## src/rtl/stream_uart_tx.sv

```systemverilog
// stream_uart_tx: valid/ready byte stream into a small FIFO, serialised as
// 8N1 UART frames on a registered, idle-high tx line.
module stream_uart_tx #(
   parameter int unsigned CLKS_PER_BIT = 417,
   parameter int unsigned FIFO_ADDR_W  = 4
) (
   input  logic                   clk_48mhz,
   input  logic                   reset,
   input  logic [7:0]             in_data,
   input  logic                   in_valid,
   output logic                   in_ready,
   output logic                   tx,
   output logic                   busy,
   output logic [FIFO_ADDR_W:0]   fifo_level
);

   localparam logic [FIFO_ADDR_W:0] FULL_CNT    = {1'b1, {FIFO_ADDR_W{1'b0}}};
   localparam logic [15:0]          BAUD_RELOAD = 16'(CLKS_PER_BIT - 1);

   typedef enum logic [1:0] {
      S_IDLE,
      S_START,
      S_DATA,
      S_STOP
   } state_t;

   logic [7:0]             mem_q [0:(1 << FIFO_ADDR_W) - 1];
   logic [FIFO_ADDR_W-1:0] wr_ptr_q;
   logic [FIFO_ADDR_W-1:0] rd_ptr_q;
   logic [FIFO_ADDR_W:0]   count_q;
   logic                   push;
   logic                   pop;
   logic                   fifo_empty;

   state_t                 state_q, state_d;
   logic [15:0]            baud_q, baud_d;
   logic [2:0]             bit_q, bit_d;
   logic [7:0]             shift_q, shift_d;
   logic                   tx_q, tx_d;

   // Full is judged from the registered count only, so a pop in the same
   // cycle never lets a write through at full.
   assign in_ready   = ~reset & (count_q != FULL_CNT);
   assign push       = in_valid & in_ready;
   assign fifo_empty = (count_q == '0);

   assign tx         = tx_q;
   assign busy       = (state_q != S_IDLE) | ~fifo_empty;
   assign fifo_level = count_q;

   // FIFO storage; contents need no reset since the count gates every read.
   always_ff @(posedge clk_48mhz) begin
      if (push) begin
         mem_q[wr_ptr_q] <= in_data;
      end
   end

   // FIFO pointers and occupancy count.
   always_ff @(posedge clk_48mhz) begin
      if (reset) begin
         wr_ptr_q <= '0;
         rd_ptr_q <= '0;
         count_q  <= '0;
      end else begin
         if (push) begin
            wr_ptr_q <= wr_ptr_q + FIFO_ADDR_W'(1);
         end
         if (pop) begin
            rd_ptr_q <= rd_ptr_q + FIFO_ADDR_W'(1);
         end
         case ({push, pop})
            2'b10:   count_q <= count_q + (FIFO_ADDR_W + 1)'(1);
            2'b01:   count_q <= count_q - (FIFO_ADDR_W + 1)'(1);
            default: count_q <= count_q;
         endcase
      end
   end

   // Serialiser state register.
   always_ff @(posedge clk_48mhz) begin
      if (reset) begin
         state_q <= S_IDLE;
         baud_q  <= '0;
         bit_q   <= '0;
         shift_q <= '0;
         tx_q    <= 1'b1;
      end else begin
         state_q <= state_d;
         baud_q  <= baud_d;
         bit_q   <= bit_d;
         shift_q <= shift_d;
         tx_q    <= tx_d;
      end
   end

   // Serialiser next state: each bit lasts CLKS_PER_BIT cycles, ending when
   // the baud down-counter reaches zero.
   always_comb begin
      state_d = state_q;
      baud_d  = baud_q;
      bit_d   = bit_q;
      shift_d = shift_q;
      tx_d    = tx_q;
      pop     = 1'b0;

      case (state_q)
         S_IDLE: begin
            tx_d = 1'b1;
            if (!fifo_empty) begin
               pop     = 1'b1;
               shift_d = mem_q[rd_ptr_q];
               tx_d    = 1'b0;
               bit_d   = '0;
               baud_d  = BAUD_RELOAD;
               state_d = S_START;
            end
         end
         S_START: begin
            if (baud_q == '0) begin
               tx_d    = shift_q[0];
               baud_d  = BAUD_RELOAD;
               state_d = S_DATA;
            end else begin
               baud_d = baud_q - 16'd1;
            end
         end
         S_DATA: begin
            if (baud_q == '0) begin
               baud_d = BAUD_RELOAD;
               if (bit_q == 3'd7) begin
                  tx_d    = 1'b1;
                  state_d = S_STOP;
               end else begin
                  bit_d   = bit_q + 3'd1;
                  shift_d = {1'b0, shift_q[7:1]};
                  tx_d    = shift_q[1];
               end
            end else begin
               baud_d = baud_q - 16'd1;
            end
         end
         S_STOP: begin
            if (baud_q == '0) begin
               if (!fifo_empty) begin
                  pop     = 1'b1;
                  shift_d = mem_q[rd_ptr_q];
                  tx_d    = 1'b0;
                  bit_d   = '0;
                  baud_d  = BAUD_RELOAD;
                  state_d = S_START;
               end else begin
                  state_d = S_IDLE;
               end
            end else begin
               baud_d = baud_q - 16'd1;
            end
         end
         default: begin
            state_d = S_IDLE;
            tx_d    = 1'b1;
         end
      endcase
   end

endmodule

```

## config.mk

```make
export PLATFORM = sky130hd
export DESIGN_NAME = stream_uart_tx
export DESIGN_NICKNAME = d
export VERILOG_FILES = /design/src/rtl/stream_uart_tx.sv
export SDC_FILE = /design/constraint.sdc
export NUM_CORES = 1
export LEC_CHECK = 0
export ABC_AREA = 0
export BUFFER_PORTS_ARGS = -buffer_cell sky130_fd_sc_hd__buf_2
export CORE_UTILIZATION = 45
export DETAILED_ROUTE_END_ITERATION = 7
export SLEW_MARGIN = 30
export SYNTH_ARGS = -nofsm -noshare
export SYNTH_HDL_FRONTEND = slang
export SYNTH_SLANG_ARGS = --single-unit
```

## constraint.sdc

```tcl
create_clock -name clk_48mhz -period 4.3 [get_ports clk_48mhz]
set_clock_uncertainty 0.1 [all_clocks]
set_input_delay 0.86 -clock clk_48mhz [delete_from_list [all_inputs] [get_ports clk_48mhz]]
set_output_delay 0.86 -clock clk_48mhz [all_outputs]
set_load 0.02 [all_outputs]
```

==> results_dict.tcl <==
set metrics [dict create \
    status "complete, no violations" \
    cts_resized 0 \
    synth-edff-count 128 \
    synth_cells 516 \
    setup_tns_ns 0 \
    ys_warn_count 0 \
    drt_iter0_drc 239 \
    maxCapViolations 0 \
    crit_start "state_q[0]" \
    clkTransAtPathRegs_ns 0.07 \
    fill_cells 1415 \
    die_h_um 132 \
    r2r_end "fifo_level[4]" \
    r2r_cells 13 \
    synth_top_area_share 0.509 \
    multi_input_area_mm2 0.00260 \
    wire_per_inst_um 19.4 \
    crit_required_ns 4.51 \
    leakage_nw 2.80 \
    timing.hold.ws_ns 0.364 \
    post-route-min-period_ns 3.95 \
    tightest_slew_ns 0.882 \
    n_antenna_cell 0 \
    power.density_mw_per_mm2 691 \
    vias 4280 \
    layout_common_cells "edfxtp_1 (128), nor2_1 (57), dfxtp_1 (45)" \
    ant_nets 0 \
    placementRows 47 \
    register_area_mm2 0.00479 \
    ys_seq_area_frac 0.633 \
    hold_viol 0 \
    dieWidth_um 132 \
    grt_max_degree 51 \
    drc 0 \
    cts_root_buf "clkbuf_16" \
    synth_nets 544 \
    nets 560 \
    fin_cells 764 \
    yosys.area.top_type "edfxtp_1" \
    async_reset_ff_frac 0 \
    cts_inserted_buffers 17 \
    dieArea_mm2 0.0173 \
    antenna_found_initial 0 \
    placed_cells 733 \
    core_area_mm2 0.0165 \
    dpl_cell_area_mm2 0.00787 \
    final_common_cell "edfxtp_1" \
    io_pins 19 \
    gp_routability_congestion 0.806 \
    rsz0062_at_grt "no" \
    grtUsageTotal 0.182 \
    avgSynthCellArea_um2 14.6 \
    path_class "flop to flop" \
    synthFlopType "edfxtp_1" \
    crit_path_end "fifo_level[4]" \
    vdd_ir_drop_max_v 0.000295 \
    first_pass_iters 5 \
    syn_area_mm2 0.00755 \
    wl_um 14800 \
    finalInstanceArea_mm2 0.00845 \
    hpwl_um 9670 \
    relSlewSlack 0.410 \
    portBuffers 18 \
    htreeDepth 4 \
    synthTopCellsByArea "edfxtp_1 (51%), dfxtp_1 (12%), mux4_2 (12%)" \
    fmax_mhz 253 \
    finalMaxSlewViolations 0 \
    cts_sinks 175 \
    cts_tree "yes" \
    clk_path_buf_depth 2 \
    postCtsHoldBufs 0 \
    grt_pass1_vias 4283 \
    grt_overflow_total 0 \
    cts_setup_buffers 0 \
    ys_types 59 \
    r2r_setup_slack_ns 0.35 \
    finalCritPeriodShare 0.919 \
    grt_pass1_wl_um 23500 \
    holdCritPathClass "flop to flop" \
    final_util 0.513 \
    ys_ff_latch 175 \
    min_from "tx" \
    clk_latency_ns 0.43 \
    setup_viol 0 \
    r2r-start "state_q[0]" \
    initial_core_util 0.459 \
    start_kind "flop" \
    syn_to_final_growth_pct 11.8 \
    arrival_ns 4.16 \
    layout-drive-gt1-share 0.206 \
    viasPerCell 5.60 \
    crit_path_end_kind "flop" \
    crit_fanout 7 \
]
[metal layers]
metal / vias to the layer above / routed length [um] / track usage
met5: - / 0 / 0
met4: 0 / 139 / 0.0530
met3: 11 / 647 / 0.0440
met2: 86 / 7370 / 0.297
met1: 2149 / 6640 / 0.241
li1: 2034 / - / -
[power by group]
part / total [mW] / switching (mW) / internal [mW]
Combinational: 2.21 / 1.28 / 0.923
Sequential: 2.13 / 0.178 / 1.95
Clock: 1.50 / 0.679 / 0.819
[final cells by class]
cell class | count | area share
clock inverters | 14 | 0.0178
inverters | 12 | 0.00533
repair buffers | 28 | 0.0196
well taps | 220 | 0.0326
clock buffers | 17 | 0.0504
multi-input cells | 298 | 0.308
flip-flops and latches | 175 | 0.567
[synth_stat cells, drive strengths merged, types with 8 or more instances]
cell	n
dfxtp	47
mux4	39
o21ai	12
buf	8
clkbuf	23
edfxtp	128
a211oi	14
inv	12
nor3	21
nor2	58
nand2	15
xor2	8
ha	17
mux2i	11
a21oi	26
[sequential cells by signal, indices dropped and copies added, names as in the netlist, named ones only]
register / cells
bit_q: 3
mem_q: 128
wr_ptr_q: 4
state_q: 2
baud_q: 16
tx: 1
fifo_level: 5
shift_q: 8
rd_ptr_q: 4
[worst min path at each step]
| stage | endpoint | slack [ns] | depth (start not counted) |
|---|---|---|---|
| after floorplan | baud_q[9] | 0.35 | 1 |
| after global placement | tx | 0.35 | 1 |
| after detailed placement | tx | 0.36 | 1 |
| after CTS | tx | 0.37 | 1 |
| after global routing | tx | 0.41 | 1 |
| final | tx | 0.36 | 1 |
[metrics by stage]
step | power (mW) | setup slack [ns]
after detailed placement | 4.36 | 0.343
final | 5.83 | 0.350
after global routing | 6.18 | 0.0222
after CTS | 5.87 | 0.320
after floorplan | 3.85 | 0.420
after global placement | 4.32 | 0.503
[critical path, cell delays in order (launching register included)]
cell and delay [ns]:
dfxtp_1 0.40, ha_1 0.31, or4b_1 0.52, o41a_4 0.51, nor3_2 0.23, ha_1 0.36
xor2_1 0.18, ha_1 0.16, inv_1 0.06, o31a_1 0.12, a211oi_1 0.29, nor3_1 0.10
nor3b_2 0.19, mux2_4 0.31
[cell families after synthesis]
group,synth area share
flops,0.633
simple gates,0.0898
compound gates,0.0793
mux,0.133
buf+inv,0.0225
fa+ha+maj,0.0282
xor+xnor,0.0139
No activity file was read; power rests on OpenSTA's default activity.
